File: src/rtl/tone_period_meter.sv
// tone_period_meter: measures clk cycles between tone_in transitions,
// flags when successive measurements agree, and times out on silence.
//
// Ports:
//   clk         - system clock, rising edge
//   rst         - asynchronous active-low reset
//   en          - synchronous measurement enable
//   tone_in     - asynchronous square-wave tone
//   half_period - last measured transition-to-transition cycle count
//   valid       - one-cycle pulse when half_period updates
//   locked      - high while consecutive measurements agree within TOL
//   timeout     - one-cycle pulse when no transition for CMAX cycles
module tone_period_meter #(
    parameter int unsigned TOL  = 4,
    parameter logic [15:0] CMAX = 16'hFFFF
) (
    input  logic        clk,
    input  logic        rst,
    input  logic        en,
    input  logic        tone_in,
    output logic [15:0] half_period,
    output logic        valid,
    output logic        locked,
    output logic        timeout
);

    typedef enum logic [1:0] {
        IDLE,
        ARM,
        MEAS,
        LOCK
    } state_t;

    state_t      state_q, state_d;
    logic        s1_q, s1_d;
    logic        s2_q, s2_d;
    logic        s3_q, s3_d;
    logic [15:0] cnt_q, cnt_d;
    logic [15:0] prev_q, prev_d;
    logic [15:0] half_period_q, half_period_d;
    logic        valid_q, valid_d;
    logic        locked_q, locked_d;
    logic        timeout_q, timeout_d;

    logic        edge_det;
    logic        sat;
    logic [16:0] diff;
    logic        match;

    // s1/s2 resynchronise the tone; s3 is history for edge detection
    assign s1_d = tone_in;
    assign s2_d = s1_q;
    assign s3_d = s2_q;

    assign edge_det = s2_q ^ s3_q;
    assign sat      = (cnt_q == CMAX);

    // Counter restarts at 1 on an edge so the next edge reads the
    // exact spacing; it parks at CMAX rather than wrapping.
    always_comb begin
        if (edge_det) begin
            cnt_d = 16'd1;
        end else if (sat) begin
            cnt_d = cnt_q;
        end else begin
            cnt_d = cnt_q + 16'd1;
        end
    end

    // Unsigned magnitude, one bit wider so it never wraps
    always_comb begin
        if (cnt_q >= prev_q) begin
            diff = {1'b0, cnt_q} - {1'b0, prev_q};
        end else begin
            diff = {1'b0, prev_q} - {1'b0, cnt_q};
        end
    end

    assign match = (diff <= 17'(TOL));

    always_comb begin
        state_d       = state_q;
        prev_d        = prev_q;
        half_period_d = half_period_q;
        valid_d       = 1'b0;
        timeout_d     = 1'b0;
        locked_d      = locked_q;

        if (!en) begin
            state_d  = IDLE;
            locked_d = 1'b0;
        end else if (state_q != IDLE && edge_det) begin
            // Edge wins over saturation: a spacing of exactly CMAX
            // is still a measurement.
            half_period_d = cnt_q;
            prev_d        = cnt_q;
            valid_d       = 1'b1;
            case (state_q)
                ARM: begin
                    state_d = MEAS;
                end
                MEAS, LOCK: begin
                    state_d  = match ? LOCK : MEAS;
                    locked_d = match;
                end
                default: begin
                    state_d = state_q;
                end
            endcase
        end else if (state_q != IDLE && sat) begin
            state_d   = IDLE;
            locked_d  = 1'b0;
            timeout_d = 1'b1;
        end else if (state_q == IDLE && edge_det) begin
            state_d = ARM;
        end
    end

    always_ff @(posedge clk or negedge rst) begin
        if (!rst) begin
            state_q       <= IDLE;
            s1_q          <= 1'b0;
            s2_q          <= 1'b0;
            s3_q          <= 1'b0;
            cnt_q         <= 16'd0;
            prev_q        <= 16'd0;
            half_period_q <= 16'd0;
            valid_q       <= 1'b0;
            locked_q      <= 1'b0;
            timeout_q     <= 1'b0;
        end else begin
            state_q       <= state_d;
            s1_q          <= s1_d;
            s2_q          <= s2_d;
            s3_q          <= s3_d;
            cnt_q         <= cnt_d;
            prev_q        <= prev_d;
            half_period_q <= half_period_d;
            valid_q       <= valid_d;
            locked_q      <= locked_d;
            timeout_q     <= timeout_d;
        end
    end

    assign half_period = half_period_q;
    assign valid       = valid_q;
    assign locked      = locked_q;
    assign timeout     = timeout_q;

endmodule

File: config.mk
export PLATFORM = sky130hd
export DESIGN_NAME = tone_period_meter
export DESIGN_NICKNAME = d
export VERILOG_FILES = /design/src/rtl/tone_period_meter.sv
export SDC_FILE = /design/constraint.sdc
export NUM_CORES = 1
export LEC_CHECK = 0
export ABC_AREA = 1
export CAP_MARGIN = 15
export CORE_MARGIN = 4
export CORE_UTILIZATION = 50
export CTS_CLUSTER_DIAMETER = 200
export DETAILED_ROUTE_END_ITERATION = 7
export HOLD_SLACK_MARGIN = 0.12
export PLACE_DENSITY = 0.69
export SYNTH_ARGS = -nofsm -noshare
export SYNTH_HDL_FRONTEND = slang
export SYNTH_SLANG_ARGS = --single-unit
File: constraint.sdc
create_clock -name clk -period 4.5 [get_ports clk]
set_input_delay 0.675 -clock clk [delete_from_list [all_inputs] [get_ports clk]]
set_output_delay 0.675 -clock clk [all_outputs]
set_load 0.01 [all_outputs]
### Yosys cells after proc, flatten, opt, wreduce, memory -nomap -nowiden

Index checks and enable logic that the tools add are counted.

* output and inout port bits: 19
* register bits: 40
* word-level logic and storage cells: 51

* equality and inequality tests: 9
* multiplexer cells: 18
* add/sub/neg operators: 3
* $lt $le $gt $ge: 2
* bitwise logic cells: 1
* reduce and logical (&&, ||, !) cells: 9

Operator list (number)
* subtractor 16 x 16 -> 17 bit: 2
* 2-to-1 mux 16 bit: 2
* less-or-equal comparator 17 x 3 -> 1 bit (second input constant): 1
* 2-to-1 mux 17 bit: 1
* adder 16 x 1 -> 16 bit (second input constant): 1
* == test 16 bit (second input constant): 1
* >= comparator 16 bit: 1
* 2-to-1 mux 1 bit: 10
* 2-to-1 mux 2 bit: 4
* AND reduction 2 bit: 3
* == test 2 bit (second input constant): 2
* inequality test 4 x 1 -> 1 bit (second input constant): 1
* inequality test 4 x 2 -> 1 bit (second input constant): 1
* one-hot mux 2 bit (2 select lines): 1
* logical AND 1 bit: 3
* inequality test 3 x 1 -> 1 bit (second input constant): 1
* inequality test 3 x 2 -> 1 bit (second input constant): 1
* == test 2 x 1 -> 1 bit (second input constant): 1
* zero test 2 bit: 1
* inequality test 2 bit (second input constant): 1
* nonzero test 2 bit: 1
* OR reduction 2 bit: 1
* bitwise XOR 1 bit: 1

### Logic depth before layout (Yosys ltp)

Gate-level depths: netlist (run 1).

* word-level depth: 7
* depth in mapped cells: 20
* depth with buffers taken out: 20

### Least setup slack after synthesis (run 1)

Ideal clock, no wire load.

* path type: reg2reg
* start: register, netlist name half_period[7]
* end: register state_q[0]
* setup slack: 2.290 ns
* stages on the path, launching flop included: 17
* arrival time: 2.139 ns
* cells stage by stage: dfrtp_1 inv_1 ha_1 nand2_1 inv_1 a21oi_2 nand3_2 nand2_2 nand2_4 buf_6 nand3_1 nand2_1 nor2_1 nand3_1 nor2_1 nor2_1 nor2_1

RTL lines
* end signal, assigned: RTL line 132 `state_q <= state_d;`
* end, declared: RTL line 34 `state_t state_q, state_d;`

### Worst setup path after layout (run 1)

* start: register cnt_q[3]
* end: register state_q[0]

* longest elaborated chain between the ends: 7
* elaborated cells on any way between the ends: 14
* those cells by class: add/sub: 2; order compare: 2; eq/ne: 2; mux: 6; reduce/logical: 2

Ends and longest elaborated chain
* start, declared: RTL line 38 `logic [15:0] cnt_q, cnt_d;`
* start signal, assigned: RTL line 136 `cnt_q <= cnt_d;`
* subtractor 16 x 16 -> 17 bit, or another cell as far along: RTL line 75 `diff = {1'b0, prev_q} - {1'b0, cnt_q};`
* 2-to-1 mux 17 bit: RTL line 72 `if (cnt_q >= prev_q) begin`
* less-or-equal comparator 17 x 3 -> 1 bit: RTL line 79 `assign match = (diff <= 17'(TOL));`
* 2-to-1 mux 1 bit: RTL line 103 `state_d = match ? LOCK : MEAS;`
* one-hot mux 2 bit (2 select lines): RTL line 98 `case (state_q)`
* 2-to-1 mux 2 bit: RTL line 92 `end else if (state_q != IDLE && edge_det) begin`
* 2-to-1 mux 2 bit: RTL line 89 `if (!en) begin`

Several ways; a longest one is shown, not always the timed one. The select of a mux whose other input is x is not followed.
A chain may end at the register's enable or synchronous reset.

==> reports/qor.yml, run 1 <==
status: "completed"
ys_ff_latch: 40
min_to: "s2_q"
fin_crit_sh_pct: 59.5
hold_buffers: 0
coreArea_sq_um: 7330
grtUsageTotal_pct: 24.2
vias: 3795
cp_data_arrival_time_ns: 2.90
synth_fp_nets: 644
worst_slew_pin_slew_ns: 0.985
fin_nets: 664
hp-start: "s1_q"
vdd_drop_max_v: 0.000186
synth_edf_count: 0
max_cap_violations: 0
slowest_stage: "ha_1"
antenna_found_initial: 0
clockPowerShare_pct: 13.6
setup-violations-final: 0
crit_top_cell: "nor2_1"
grt_pass1_vias: 3617
critPathTopFamily: "simple AND/OR/NAND/NOR gates"
antenna_left: 0
cts_tree: "done"
clock_sinks: 40
wl_per_cell_microns: 14.0
dpl.hpwl_microns: 8380
die_w_microns: 95.1
r2r_cells: 15
globalplace.congestion: 0.948
dp_slack_ns: 1.55
htreeDepth: 2
fp.dieArea_sq_um: 9050
post_cts_buffers: 0
pin_count: 23
fmax_mhz: 373
power_frac_seq_pct: 23.3
synthDominantCellAreaShare_pct: 26.4
clkLatencyLatePin_ns: 0.29
regToRegSetupSlack_ns: 1.82
first_iter_violations: 233
hold_depth: 0
internal-power_mw: 0.853
grt_max_degree: 41
avgSynthCellArea_sq_um: 6.25
rows: 31
num_antenna_cells: 0
drive_gt1_share_pct: 5.25
yosys-top-cells-count: "nand2_1, inv_1, nor2_1"
grt_pass1_wl_microns: 17000
yosys-top-cells-area: "dfrtp_1, nand2_1, ha_1"
crit_buf_inv: 1
synthSimpleGateAreaFrac_pct: 38.3
clkTransAtPathRegs_ns: 0.08
io_buffers: 22
post-route-drc-count: 0
viasPerCell: 5.22
fill_cells: 693
relSlewSlack_pct: 34.2
area_growth_syn_to_layout_pct: 9.99
layout_setup_ws_ns: 1.82
rsz0062_at_grt: "no"
synth_top_family_by_area: "simple AND/OR/NAND/NOR gates"
critPathMaxStageDelay_ns: 0.48
crit_path_end_kind: "register"
setup_tns_ns: 0
syn_inst: 607
synthArstFlopShare_pct: 100
powerDensity_nw_per_um2: 415
min_period_ns: 2.68
finalWirelength_microns: 10200
leakage_nw: 2.26
yosys_warnings: 0
skew_ns: 0.00419
yosys.area.top_type: "dfrtp_1"
critPathKind: "reg -> reg"
synth.most_common_cell: "nand2_1"
grt_overflow: 0
synth_adder_area_share_pct: 10.9
power_frac_comb_pct: 63.1
slew_violations: 0
critPathLaunchType: "register"
swShare_pct: 50.7
cts_root_buf: "clkbuf_8"
final_cells: 727
cts_max_path_buffers: 2
p_switching_mw: 0.879
synth_compound_area_share_pct: 9.53
multi_input_area_sq_um: 2330
die_h_microns: 95.1
hp-class: "reg -> reg"
synth_cell_type_count: 36
start_util_pct: 51.8
crit_path_cell_trace: "ha_1, nand2_1, nor2_1, nand3_2, nand3_2, nand2_2, nand2_4, inv_2, nand2_1, nand3_1, nand2_1, nand3_1, nor2_1, nor2_1, nor2_1"
hold_slack_ns: 0.362
regArea_sq_um: 1000
first_pass_iters: 5
place_inst: 719
ys.flop_type: "dfrtp_1"
hold_viol_final: 0
cts_inserted_buffers: 5
worstPathRequired_ns: 4.73
syn_area_sq_um: 3790
synthMuxAreaShare_pct: 0
reg2reg_from: "cnt_q[3]"
cts_resized: 0
worstReg2RegEnd: "state_q[0]"
crit_fanout: 14
ys_seq_area_share_pct: 26.4
synth_xor_area_share_pct: 2.77
-- worst register-to-register path, delay by kind of cell (launching register included) --
family / cells / cell delay [ns]
adder cells (fa/ha/maj): 1 / 0.48
AND/OR/NAND/NOR: 13 / 1.60
flip-flops: 1 / 0.45
buffers and inverters: 1 / 0.10
-- registers in the layout, summed over array words and instances (netlist names) --
signal / cells
cnt_q: 16
half_period: 16
state_q: 2
locked: 1
s1_q: 1
s2_q: 1
s3_q: 1
timeout: 1
valid: 1
-- power groups by stage --
stage / Sequential (mW) / Combinational (mW) / Clock (mW)
6_report: 0.403 / 1.09 / 0.236
5_1_grt: 0.407 / 1.24 / 0.261
4_1_cts: 0.403 / 1.07 / 0.246
3_5_place_dp: 0.410 / 1.07 / 0
3_3_place_gp: 0.409 / 1.05 / 0
2_1_floorplan: 0.408 / 0.816 / 0
-- metal layers --
metal,GRT usage [%],wire [microns],vias up
met2,38.0,4680,111
met3,2.53,452,16
li1,-,-,1935
met4,8.41,198,0
met5,0,0,-
met1,34.4,4840,1733
-- placed cells by master, fill, tap and decap left out --
master,count
nand2_4,1
xor2_1,10
clkinvlp_4,1
nand3_1,44
a221oi_1,1
nand2_2,6
xnor2_1,2
o21ai_0,30
clkinv_4,1
nor2_2,4
nand3b_1,1
nor4_1,1
or4_1,1
buf_4,1
clkdlybuf4s50_1,21
clkbuf_8,5
nor2b_1,1
nand2_1,197
or2_2,1
nor3_1,14
nand3_2,3
nand4_1,8
inv_2,4
ha_1,33
nor3_2,2
a21oi_1,30
o21bai_1,3
buf_2,1
nor2_4,2
a22oi_1,1
nor2_1,48
inv_1,104
dfrtp_1,40
and3_1,2
o22ai_1,1
clkbuf_1,1
a211oi_1,1
a21oi_2,1
-- cells by family after synthesis --
group                    count (synthesis)
AO/OA/AOI/OAI                           68
buffers and inverters                  118
flip-flops                              40
adder cells (fa/ha/maj)                 33
AND/OR/NAND/NOR                        336
XOR/XNOR                                12
-- per-stage QoR --
step                instance area (sq um)  total power [mW]  utilization [%]
detailed placement                   4090              1.48             55.7
CTS                                  4170              1.72             56.9
global route                         4170              1.90             56.9
floorplan                            3790              1.22                -
global placement                     4090              1.46             55.7
finish                               4170              1.73             56.9
-- how the worst max path moves through the flow --
| stage | endpoint | depth (start not counted) | slack (ns) | start |
|---|---|---|---|---|
| after floorplan | state_q[0] | 16 | 2.29 | half_period[7] |
| after CTS | state_q[0] | 15 | 1.84 | cnt_q[3] |
| final | state_q[0] | 15 | 1.82 | cnt_q[3] |
| after global placement | state_q[0] | 13 | 1.65 | en |
| after detailed placement | state_q[0] | 13 | 1.55 | en |
| after global routing | state_q[0] | 18 | 1.54 | cnt_q[11] |
-- area by class of cell --
type / instances / share of cell area (%)
Multi-Input combinational cell: 449 / 55.9
Sequential cell: 40 / 24.0
Inverter: 108 / 9.71
Timing Repair Buffer: 23 / 5.34
Tap cell: 99 / 2.97
Clock buffer: 6 / 1.74
Clock inverter: 2 / 0.390
(Power assumes the default switching activity.)
==> run 2, diff against run 1 <==
- PLACE_DENSITY: 0.69 -> 0.72
- clock period: 4.5 -> 2.16 ns (I/O delays scaled with it)
==> run 2 against run 1 <==
  * The run now ends with setup timing left
  * Setup slack got worse by 2.0 ns
  * Final cell count increased by 15%
  * Highest routed layer unchanged
  * Clock skew increased by 0.0049 ns
  * Routed wire length increased by 29%
  * Via count increased by 18%
  * Power increased to 2.7 times the previous value
  * Non-clock buffer count increased by 106
  * Global-route usage increased by 3.8 points
  * Sequential power increased by 110%
  * Core utilization increased by 19 points
  * Sequential cell count unchanged
  * Critical endpoint unchanged
  * Largest power group unchanged
==> reports/qor.yml, run 2 (synthesis gave the netlist of run 1 again) <==
critPathTopFamily: "simple AND/OR/NAND/NOR gates"  # unchanged
post-route-drc-count: 0  # unchanged
critPathLaunchType: "register"  # unchanged
fill_cells: 506  # was 693
area_growth_syn_to_layout_pct: 46.4  # was 9.99%
critPathKind: "reg -> reg"  # unchanged
pin_count: 23  # unchanged
crit_fanout: 7  # was 14
vdd_drop_max_v: 0.000416  # was 0.000186 V
die_h_microns: 95.1  # unchanged
drive_gt1_share_pct: 32.7  # was 5.25%
worst_slew_pin_slew_ns: 0.613  # was 0.985 ns
rsz0062_at_grt: "yes"  # was no
htreeDepth: 2  # unchanged
num_antenna_cells: 0  # unchanged
crit_buf_inv: 1  # unchanged
first_iter_violations: 314  # was 233
cp-startpoint: "cnt_q[4]"  # was cnt_q[3]
relSlewSlack_pct: 58.8  # was 34.2%
cts_root_buf: "clkbuf_8"  # unchanged
antenna_left: 0  # unchanged
vias: 4486  # was 3,795
dpl.hpwl_microns: 9190  # was 8380 microns
cp_data_arrival_time_ns: 2.54  # was 2.90 ns
skew_ns: 0.00911  # was 0.00419 ns
start_util_pct: 51.8  # unchanged
powerDensity_nw_per_um2: 854  # was 415 nW/um^2
crit_path_end_kind: "register"  # unchanged
grtUsageTotal_pct: 28.0  # was 24.2%
setup_tns_ns: -0.260  # was 0 ns
fin_crit_sh_pct: 107  # was 59.5%
gr-usage-met1_pct: 38.3  # was 34.4%
cts_max_path_buffers: 2  # unchanged
multi_input_area_sq_um: 2850  # was 2330 sq um
rows: 31  # unchanged
layout_setup_ws_ns: -0.149  # was 1.82 ns
grtUsageMet2_pct: 45.6  # was 38.0%
setup-violations-final: 2  # was 0
viasPerCell: 5.38  # was 5.22
regArea_sq_um: 1000  # about the same
max_cap_violations: 0  # unchanged
first_pass_iters: 5  # unchanged
globalplace.congestion: 0.985  # was 0.948
clkTransAtPathRegs_ns: 0.09  # was 0.08 ns
r2r_cells: 16  # was 15
critPathMaxStageDelay_ns: 0.44  # was 0.48 ns
grt_pass1_wl_microns: 19700  # was 17,000 microns
finalWirelength_microns: 13100  # was 10,200 microns
io_buffers: 22  # unchanged
leakage_nw: 2.87  # was 2.26 nW
clkLatencyLatePin_ns: 0.30  # was 0.29 ns
worstPathRequired_ns: 2.39  # was 4.73 ns
coreArea_sq_um: 7330  # unchanged
fin_nets: 771  # was 664
cts_tree: "done"  # unchanged
grt_pass1_vias: 4261  # was 3,617
grtUsageMet3_pct: 3.16  # was 2.53%
final_common_cell: "nand2_1"  # unchanged
cp.depth: 16  # was 15
violations: "setup timing"
fp.dieArea_sq_um: 9050  # unchanged
slew_violations: 0  # unchanged
hold_viol_final: 0  # unchanged
crit_path_end: "state_q[0]"  # unchanged
status: "finished with violations"  # was completed
grt_max_degree: 35  # was 41
crit_top_cell: "nand2_1"  # was nor2_1
clock_sinks: 40  # unchanged
slowest_stage: "dfrtp_1"  # was ha_1
antenna_found_initial: 0  # unchanged
hp-class: "reg -> reg"  # unchanged
gr-max-usage-layer: "met2"  # unchanged
regToRegSetupSlack_ns: -0.15  # was 1.82 ns
power_mw: 4.75  # was 1.73 mW
mostFrequentLayoutCells: "nand2_1, buf_4, inv_1"  # was nand2_1, inv_1, nor2_1
dp_slack_ns: -0.168  # was 1.55 ns
cts_inserted_buffers: 5  # unchanged
reg2reg_from: "cnt_q[4]"  # was cnt_q[3]
grt_overflow: 0  # unchanged
crit_path_cell_trace: "ha_4, nand2_4, nor2_4, nand2_2, nor3_4, nor2_4, nand2_8, buf_4, nand2_2, nand2_1, nand2_1, nand2_1, nand3_2, nor2_2, nor2_1, nor2_1"  # was ha_1, nand2_1, nor2_1, nand3_2, nand3_2, nand2_2, nand2_4, inv_2, nand2_1, nand3_1, nand2_1, nand3_1, nor2_1, nor2_1, nor2_1
die_w_microns: 95.1  # unchanged
wl_per_cell_microns: 15.7  # was 14.0 microns
fmax_mhz: 433  # was 373 MHz
worstReg2RegEnd: "state_q[0]"  # unchanged
min_period_ns: 2.31  # was 2.68 ns
run 2: cell count changes in the layout (fill, tap and decap cells not counted), sizes merged:
cell,delta
dlygate4sd3,+1
nand2,+1
bufinv,+1
clkbuf,-1
buf,+105
run 2: repair_timing:
item                       4_1_cts  5_1_grt
pin swaps                       19       41
setup endpoints to repair        3       11
gates cloned                     1        0
buffers inserted                 6       15
gates resized for setup         56       76
hold buffers                     1        0
hold endpoints to repair        17        0
run 2: per-layer routing:
layer | vias to the layer above | wire length [microns]
li1 | 2149 | -
met1 | 2082 | 5380
met2 | 212 | 6420
met3 | 43 | 969
met4 | 0 | 357
met5 | - | 0
run 2: how the worst min path moves through the flow:
stage	startpoint	slack [ns]	endpoint	depth (start not counted)
2_1_floorplan	rst	0.03	cnt_q[0]	0
3_5_place_dp	rst	0.29	s2_q	1
3_3_place_gp	rst	0.28	s2_q	1
4_1_cts	s1_q	0.37	s2_q	0
5_1_grt	s1_q	0.38	s2_q	0
6_report	s1_q	0.37	s2_q	0
run 2: metrics by stage:
step | instance area [sq um] | hold WS [ns] | utilization, % | std cells
2_1_floorplan | 3820 | 0.0284 | - | 607
3_3_place_gp | 4740 | 0.280 | 64.6 | 803
3_5_place_dp | 4740 | 0.287 | 64.6 | 803
4_1_cts | 5210 | 0.373 | 71.1 | 819
5_1_grt | 5560 | 0.381 | 75.8 | 834
6_report | 5560 | 0.367 | 75.8 | 834
run 2: final cells by class:
class	instances	area share [%]
timing repair buffer	129	19.0
inverter	108	7.43
multi-input combinational	450	51.3
tap	99	2.23
clock buffer	5	1.24
sequential	40	18.1
clock inverter	3	0.766
run 2: power breakdown:
part	total (mW)	internal, mW	leakage [nW]	switching, mW
Combinational	3.27	1.37	2.27	1.91
Clock	0.634	0.342	0.0541	0.292
Sequential	0.837	0.793	0.538	0.0442
Total	4.75	2.50	2.87	2.24
